===== src/rtl/cnn_layer_accel_sched_pkg.sv =====
// ---------------------------------------------------------------------------
// cnn_layer_accel_sched_pkg
// Shared types and defaults for the octo input scheduler.
//   sched_state_t : scheduler FSM states
//   C_DEF_*       : default bus / config widths
//   seq_zext()    : zero-extends a sequence word onto the pixel-wide datain bus
// ---------------------------------------------------------------------------
package cnn_layer_accel_sched_pkg;

    localparam int C_DEF_PIXEL_WIDTH    = 16;
    localparam int C_DEF_SEQ_DATA_WIDTH = 13;
    localparam int C_DEF_DIM_WIDTH      = 10;
    localparam int C_DEF_SEQ_CNT_WIDTH  = 12;

    typedef enum logic [2:0] {
        ST_IDLE   = 3'd0,
        ST_NEWMAP = 3'd1,
        ST_SEQ    = 3'd2,
        ST_GAP    = 3'd3,
        ST_PIX    = 3'd4,
        ST_DONE   = 3'd5
    } sched_state_t;

    // Sequence words (RM, RST, P, 10-bit seq) ride in the low bits of datain.
    function automatic logic [C_DEF_PIXEL_WIDTH-1:0] seq_zext(
        input logic [C_DEF_SEQ_DATA_WIDTH-1:0] i_word
    );
        return {{(C_DEF_PIXEL_WIDTH-C_DEF_SEQ_DATA_WIDTH){1'b0}}, i_word};
    endfunction

endpackage


===== src/rtl/cnn_layer_accel_stream_stage.sv =====
// ---------------------------------------------------------------------------
// cnn_layer_accel_stream_stage
// One-entry valid/ready output register that forwards at most i_limit words
// per phase.
//   i_clk, i_rst        : clock, synchronous active-high reset
//   i_enable            : phase active; when low, counters and valid clear
//   i_limit             : number of words to forward in this phase
//   i_data/i_valid/o_rdy: upstream side
//   o_data/o_valid/i_out_rdy : downstream side
//   o_last              : the transfer in this cycle is the final one
//
// Handshake: a word moves when valid & rdy are both high at a rising edge.
// Once o_valid is high, o_data and o_valid hold until i_out_rdy is seen.
// o_rdy never depends on i_valid.
// ---------------------------------------------------------------------------
module cnn_layer_accel_stream_stage #(
    parameter int C_DATA_WIDTH = 16,
    parameter int C_CNT_WIDTH  = 20
) (
    input  logic                    i_clk,
    input  logic                    i_rst,
    input  logic                    i_enable,
    input  logic [C_CNT_WIDTH-1:0]  i_limit,
    input  logic [C_DATA_WIDTH-1:0] i_data,
    input  logic                    i_valid,
    output logic                    o_rdy,
    output logic [C_DATA_WIDTH-1:0] o_data,
    output logic                    o_valid,
    input  logic                    i_out_rdy,
    output logic                    o_last
);

    logic [C_DATA_WIDTH-1:0] r_data;
    logic                    r_valid;
    logic [C_CNT_WIDTH-1:0]  r_accepted;  // words taken from upstream (issued + held)
    logic [C_CNT_WIDTH-1:0]  r_sent;      // words handed downstream
    logic                    w_xfer;
    logic                    w_accept;

    assign w_xfer   = r_valid & i_out_rdy;
    // Refill in the same cycle the held word leaves, but never past the limit.
    assign o_rdy    = i_enable & (~r_valid | w_xfer) & (r_accepted < i_limit);
    assign w_accept = o_rdy & i_valid;
    assign o_last   = w_xfer & (r_sent == (i_limit - C_CNT_WIDTH'(1)));
    assign o_data   = r_data;
    assign o_valid  = r_valid;

    always_ff @(posedge i_clk) begin
        if (i_rst) begin
            r_data     <= '0;
            r_valid    <= 1'b0;
            r_accepted <= '0;
            r_sent     <= '0;
        end else if (!i_enable) begin
            r_valid    <= 1'b0;
            r_accepted <= '0;
            r_sent     <= '0;
        end else begin
            if (w_accept) begin
                r_data     <= i_data;
                r_valid    <= 1'b1;
                r_accepted <= r_accepted + C_CNT_WIDTH'(1);
            end else if (w_xfer) begin
                r_valid <= 1'b0;
            end
            if (w_xfer) begin
                r_sent <= r_sent + C_CNT_WIDTH'(1);
            end
        end
    end

endmodule


===== src/rtl/cnn_layer_accel_octo_input_sched.sv =====
// ---------------------------------------------------------------------------
// cnn_layer_accel_octo_input_sched
// Sequences one feature-map load into cnn_layer_accel_octo: new_map pulse,
// seq_count sequence words, one idle gap cycle, rows*cols pixels, done pulse.
// Both sources share the octo's single datain bus through one output stage.
//   i_clk, i_rst                        : clock, synchronous active-high reset
//   i_start, i_num_*_cfg, i_seq_count_cfg : load request and its config
//   o_busy, o_done                      : load status
//   i_seq_in*, o_seq_in_rdy             : sequence-word source
//   i_pix_in*, o_pix_in_rdy             : pixel source
//   o_new_map, o_seq/pixel_datain_tag, i_seq/pixel_datain_rdy,
//   o_datain, o_datain_valid            : octo side
//   o_dbg_state                         : current FSM state
// ---------------------------------------------------------------------------
module cnn_layer_accel_octo_input_sched
    import cnn_layer_accel_sched_pkg::*;
#(
    parameter int C_PIXEL_WIDTH    = C_DEF_PIXEL_WIDTH,
    parameter int C_SEQ_DATA_WIDTH = C_DEF_SEQ_DATA_WIDTH,
    parameter int C_DIM_WIDTH      = C_DEF_DIM_WIDTH,
    parameter int C_SEQ_CNT_WIDTH  = C_DEF_SEQ_CNT_WIDTH
) (
    input  logic                        i_clk,
    input  logic                        i_rst,
    input  logic                        i_start,
    input  logic [C_DIM_WIDTH-1:0]      i_num_rows_cfg,
    input  logic [C_DIM_WIDTH-1:0]      i_num_cols_cfg,
    input  logic [C_SEQ_CNT_WIDTH-1:0]  i_seq_count_cfg,
    output logic                        o_busy,
    output logic                        o_done,
    input  logic [C_SEQ_DATA_WIDTH-1:0] i_seq_in,
    input  logic                        i_seq_in_valid,
    output logic                        o_seq_in_rdy,
    input  logic [C_PIXEL_WIDTH-1:0]    i_pix_in,
    input  logic                        i_pix_in_valid,
    output logic                        o_pix_in_rdy,
    output logic                        o_new_map,
    output logic                        o_seq_datain_tag,
    input  logic                        i_seq_datain_rdy,
    output logic                        o_pixel_datain_tag,
    input  logic                        i_pixel_datain_rdy,
    output logic [C_PIXEL_WIDTH-1:0]    o_datain,
    output logic                        o_datain_valid,
    output logic [2:0]                  o_dbg_state
);

    localparam int C_TOT_WIDTH = 2 * C_DIM_WIDTH;

    sched_state_t               r_state;
    logic                       r_busy;
    logic                       r_done;
    logic                       r_new_map;
    logic                       r_seq_tag;
    logic                       r_pix_tag;
    logic [C_SEQ_CNT_WIDTH-1:0] r_seq_count;
    logic [C_TOT_WIDTH-1:0]     r_pix_total;

    logic                       w_enable;
    logic [C_TOT_WIDTH-1:0]     w_limit;
    logic [C_PIXEL_WIDTH-1:0]   w_stage_data;
    logic                       w_stage_valid;
    logic                       w_stage_rdy;
    logic                       w_out_rdy;
    logic                       w_last;

    assign w_enable = (r_state == ST_SEQ) || (r_state == ST_PIX);

    // The single output stage is shared; the FSM state picks which source
    // and which octo ready it sees.
    always_comb begin
        w_stage_data  = '0;
        w_stage_valid = 1'b0;
        w_out_rdy     = 1'b0;
        w_limit       = '0;
        case (r_state)
            ST_SEQ: begin
                w_stage_data  = seq_zext(i_seq_in);
                w_stage_valid = i_seq_in_valid;
                w_out_rdy     = i_seq_datain_rdy;
                w_limit       = C_TOT_WIDTH'(r_seq_count);
            end
            ST_PIX: begin
                w_stage_data  = i_pix_in;
                w_stage_valid = i_pix_in_valid;
                w_out_rdy     = i_pixel_datain_rdy;
                w_limit       = r_pix_total;
            end
            default: ;
        endcase
    end

    cnn_layer_accel_stream_stage #(
        .C_DATA_WIDTH (C_PIXEL_WIDTH),
        .C_CNT_WIDTH  (C_TOT_WIDTH)
    ) u_stage (
        .i_clk     (i_clk),
        .i_rst     (i_rst),
        .i_enable  (w_enable),
        .i_limit   (w_limit),
        .i_data    (w_stage_data),
        .i_valid   (w_stage_valid),
        .o_rdy     (w_stage_rdy),
        .o_data    (o_datain),
        .o_valid   (o_datain_valid),
        .i_out_rdy (w_out_rdy),
        .o_last    (w_last)
    );

    assign o_seq_in_rdy       = (r_state == ST_SEQ) & w_stage_rdy;
    assign o_pix_in_rdy       = (r_state == ST_PIX) & w_stage_rdy;
    assign o_busy             = r_busy;
    assign o_done             = r_done;
    assign o_new_map          = r_new_map;
    assign o_seq_datain_tag   = r_seq_tag;
    assign o_pixel_datain_tag = r_pix_tag;
    assign o_dbg_state        = r_state;

    // Outputs are registered alongside the state so they change on the same
    // edge as the state they describe.
    always_ff @(posedge i_clk) begin
        if (i_rst) begin
            r_state     <= ST_IDLE;
            r_busy      <= 1'b0;
            r_done      <= 1'b0;
            r_new_map   <= 1'b0;
            r_seq_tag   <= 1'b0;
            r_pix_tag   <= 1'b0;
            r_seq_count <= '0;
            r_pix_total <= '0;
        end else begin
            r_new_map <= 1'b0;
            r_done    <= 1'b0;
            case (r_state)
                ST_IDLE: begin
                    if (i_start) begin
                        r_seq_count <= i_seq_count_cfg;
                        r_pix_total <= C_TOT_WIDTH'(i_num_rows_cfg) * C_TOT_WIDTH'(i_num_cols_cfg);
                        r_state     <= ST_NEWMAP;
                        r_new_map   <= 1'b1;
                        r_busy      <= 1'b1;
                    end
                end
                ST_NEWMAP: begin
                    if (r_seq_count != '0) begin
                        r_state   <= ST_SEQ;
                        r_seq_tag <= 1'b1;
                    end else begin
                        r_state <= ST_GAP;
                    end
                end
                ST_SEQ: begin
                    if (w_last) begin
                        r_state   <= ST_GAP;
                        r_seq_tag <= 1'b0;
                    end
                end
                ST_GAP: begin
                    if (r_pix_total != '0) begin
                        r_state   <= ST_PIX;
                        r_pix_tag <= 1'b1;
                    end else begin
                        r_state <= ST_DONE;
                        r_done  <= 1'b1;
                        r_busy  <= 1'b0;
                    end
                end
                ST_PIX: begin
                    if (w_last) begin
                        r_state   <= ST_DONE;
                        r_pix_tag <= 1'b0;
                        r_done    <= 1'b1;
                        r_busy    <= 1'b0;
                    end
                end
                ST_DONE: begin
                    r_state <= ST_IDLE;
                end
                default: begin
                    r_state <= ST_IDLE;
                end
            endcase
        end
    end

endmodule


===== config.mk =====
export PLATFORM = sky130hd
export DESIGN_NAME = cnn_layer_accel_octo_input_sched
export DESIGN_NICKNAME = d
export VERILOG_FILES = /design/src/rtl/cnn_layer_accel_sched_pkg.sv /design/src/rtl/cnn_layer_accel_stream_stage.sv /design/src/rtl/cnn_layer_accel_octo_input_sched.sv
export SDC_FILE = /design/constraint.sdc
export NUM_CORES = 1
export LEC_CHECK = 0
export BUFFER_PORTS_ARGS = -buffer_cell sky130_fd_sc_hd__buf_2
export CAP_MARGIN = 20
export CORE_MARGIN = 2
export CORE_UTILIZATION = 30
export DETAILED_ROUTE_END_ITERATION = 6
export GPL_TIMING_DRIVEN = 0
export SYNTH_ARGS = -nofsm -noshare
export SYNTH_HDL_FRONTEND = slang
export SYNTH_SLANG_ARGS = --single-unit

===== constraint.sdc =====
create_clock -name i_clk -period 5.7 [get_ports i_clk]
set_input_delay 1.14 -clock i_clk [delete_from_list [all_inputs] [get_ports i_clk]]
set_output_delay 1.14 -clock i_clk [all_outputs]
set_load 0.005 [all_outputs]

==> impl_metrics.json <==
{
  "fp.dieH_um": 175,
  "layout.cells.most_common": "nand2_1",
  "grt_pass1_vias": 7688,
  "rrSetupSlack_ns": 1.13,
  "die_w_um": 175,
  "clock_skew_ns": 0.00787,
  "synth_edf_count": 0,
  "ys_seq_area_frac": 0.220,
  "path_class": "primary input to flip-flop",
  "dpl_cell_area_um2": 9760,
  "vias_per_cell": 5.08,
  "hold_path.class": "flip-flop to flip-flop",
  "yosys_warnings": 0,
  "antenna_found_initial": 0,
  "dieArea_um2": 30800,
  "top_level_ports": 95,
  "fin_area_um2": 10200,
  "endpoint_kind": "flip-flop",
  "rsz0062_at_grt": "no",
  "path_clk_slew_ns": 0.07,
  "overflow": 0,
  "fp-row-count": 62,
  "fin_crit_sh": 0.976,
  "htreeDepth": 3,
  "tightest_slew_ns": 1.02,
  "drc": 0,
  "synthTopCellsByArea": "dfxtp_1 (22%), fa_1 (14%), ha_1 (11%)",
  "io_buffers": 81,
  "drtAntennaViolNets": 0,
  "cts.sinks": 97,
  "fin_crit_ns": 5.57,
  "power.density_nw_per_um2": 349,
  "cp_slowest_cell": "fa_1",
  "grt_max_degree": 17,
  "synth_top_area_cell": "dfxtp_1",
  "crit_path_frequent_cell": "fa_1",
  "clk_path_buf_depth": 2,
  "numCtsBuffers": 9,
  "cts_tree": "yes",
  "peakVddDrop_uv": 159,
  "synth_area_per_cell_um2": 8.27,
  "crit_buf_inv": 4,
  "status": "finished, final reports clean",
  "first_iter_violations": 393,
  "crit_chain": "clkbuf_4 > nand2_1 > fa_1 > inv_1 > fa_1 > inv_1 > fa_1 > fa_1 > inv_1 > fa_1 > ha_4 > a21o_1 > a21oi_1 > nor3b_1 > a2111o_1 > nor2b_2 > o21ai_2 > nor4b_1 > a211o_1",
  "netlist_area_um2": 8810,
  "final_nets": 1373,
  "initial_core_util": 0.306,
  "grt_first_pass_wirelength_mm": 40.0,
  "drive_gt1_frac": 0.136,
  "path_delay_family": "adder cells",
  "worstSkewPairLatency_ns": 0.36,
  "antenna_cells": 0,
  "yosysTopAreaCellShare": 0.220,
  "detail_route.wirelength_mm": 24.2,
  "syn2layout_area_growth_pct": 16.2,
  "slowest_delay_ns": 0.54,
  "hpwl_mm": 19.5,
  "cp.arrival_ns": 5.81,
  "coreArea_um2": 28800,
  "drt_pass1_iterations": 5,
  "wire_per_inst_um": 15.6,
  "cts_root_buf": "clkbuf_16",
  "setup_ws_ns": 0.135,
  "synth_seq_cells": 97,
  "fmax_ghz": 0.180,
  "ctsHoldBuffers": 0,
  "whs_ns": 0.456,
  "routabilityCongestion": 0.853,
  "grt_usage": 0.160,
  "synth_cell_types": 72,
  "slew_viol_final": 0,
  "synth_fp_nets": 1272,
  "power.leakage_nw": 4.35,
  "synth_ff_type": "dfxtp_1",
  "cap_violations": 0,
  "cp-start-kind": "primary input",
  "synth_cells": 1065,
  "num_vias": 7900,
  "hold_violations": 0,
  "async_reset_ff_frac": 0,
  "final_cell_mix": "nand2_1 (133), dfxtp_1 (97), buf_2 (84)",
  "setup_viol": 0,
  "pre_cts_ws_ns": -0.399,
  "path_max_fanout": 10,
  "fin_util": 0.356,
  "cp.required_ns": 5.95,
  "relSlewSlack": 0.315
}
[registers in the layout, indices dropped and copies added, names as in the netlist]
name,flops
o_busy,1
o_dbg_state,3
o_done,1
o_new_map,1
o_pixel_datain_tag,1
o_seq_datain_tag,1
r_pix_total,20
r_seq_count,12
u_stage.o_data,16
u_stage.o_valid,1
u_stage.r_accepted,20
u_stage.r_sent,20
[layer usage]
metal  share of wire  vias up  wire [um]  GRT usage
met5               0        -          0          0
met2            0.47      157      11300      0.266
met4           0.017        0        404     0.0413
li1                -     3909          -          -
met1            0.48     3811      11500      0.217
met3           0.039       23        945     0.0212
[Yosys cell counts, types with 13 or more instances]
master	number
a21o_1	13
a21oi_1	69
a221oi_1	13
and2_1	65
clkbuf_1	48
dfxtp_1	97
fa_1	62
ha_1	77
inv_1	68
nand2_1	135
nand3_1	24
nor2_1	71
nor2b_1	13
nor3_1	35
o21ai_0	26
or3_1	13
or4_1	13
xnor2_1	34
xor2_1	22
[tightest hold or removal path, stage by stage (launching register included)]
cell     delay [ns]
dfxtp_1        0.31
nand2_1        0.05
a21oi_1        0.05
[stage by stage]
stage | power [mW] | std cells | TNS (ns)
finish | 3.57 | 1555 | 0
global route | 3.88 | 1555 | 0
CTS | 3.47 | 1547 | 0
detailed placement | 2.79 | 1531 | -1.99
global placement | 2.76 | 1530 | -1.61
floorplan | 2.34 | 1065 | 0
[cell families after synthesis]
| group | synth area share |
|---|---|
| fa+ha+maj | 0.250 |
| compound gates | 0.155 |
| xor+xnor | 0.0557 |
| simple gates | 0.257 |
| buf+inv | 0.0586 |
| mux | 0.00355 |
| flops | 0.220 |
[repair_timing]
action | CTS | global route
pin swaps | 0 | 10
buffers inserted | 0 | 8
setup endpoints to repair | 2 | 9
gates resized for setup | 2 | 45
[final timing paths]
| path | cells after the start | startpoint | to |
|---|---|---|---|
| worst max-delay path | 19 | i_num_cols_cfg[1] | r_pix_total[15] |
| worst max register to register | 13 | o_dbg_state[2] | o_busy |
| worst min-delay path | 2 | u_stage.o_data[13] | u_stage.o_data[13] |
| worst min register to register | 2 | u_stage.o_data[13] | u_stage.o_data[13] |
[area by class of cell]
type	count	area (um2)
Buffer	62	308
Timing Repair Buffer	90	480
Clock buffer	11	253
Tap cell	384	480
Sequential cell	97	1940
Clock inverter	5	61.3
Multi-Input combinational cell	836	6450
Fill cell	3006	18500
Inverter	70	263
[power by group]
group          leakage, nW  internal (mW)  switching, mW
Clock                0.144          0.366          0.284
Combinational         3.41          0.914           1.19
Sequential           0.787          0.750         0.0660
Total                 4.35           2.03           1.54
(Power assumes the default switching activity.)
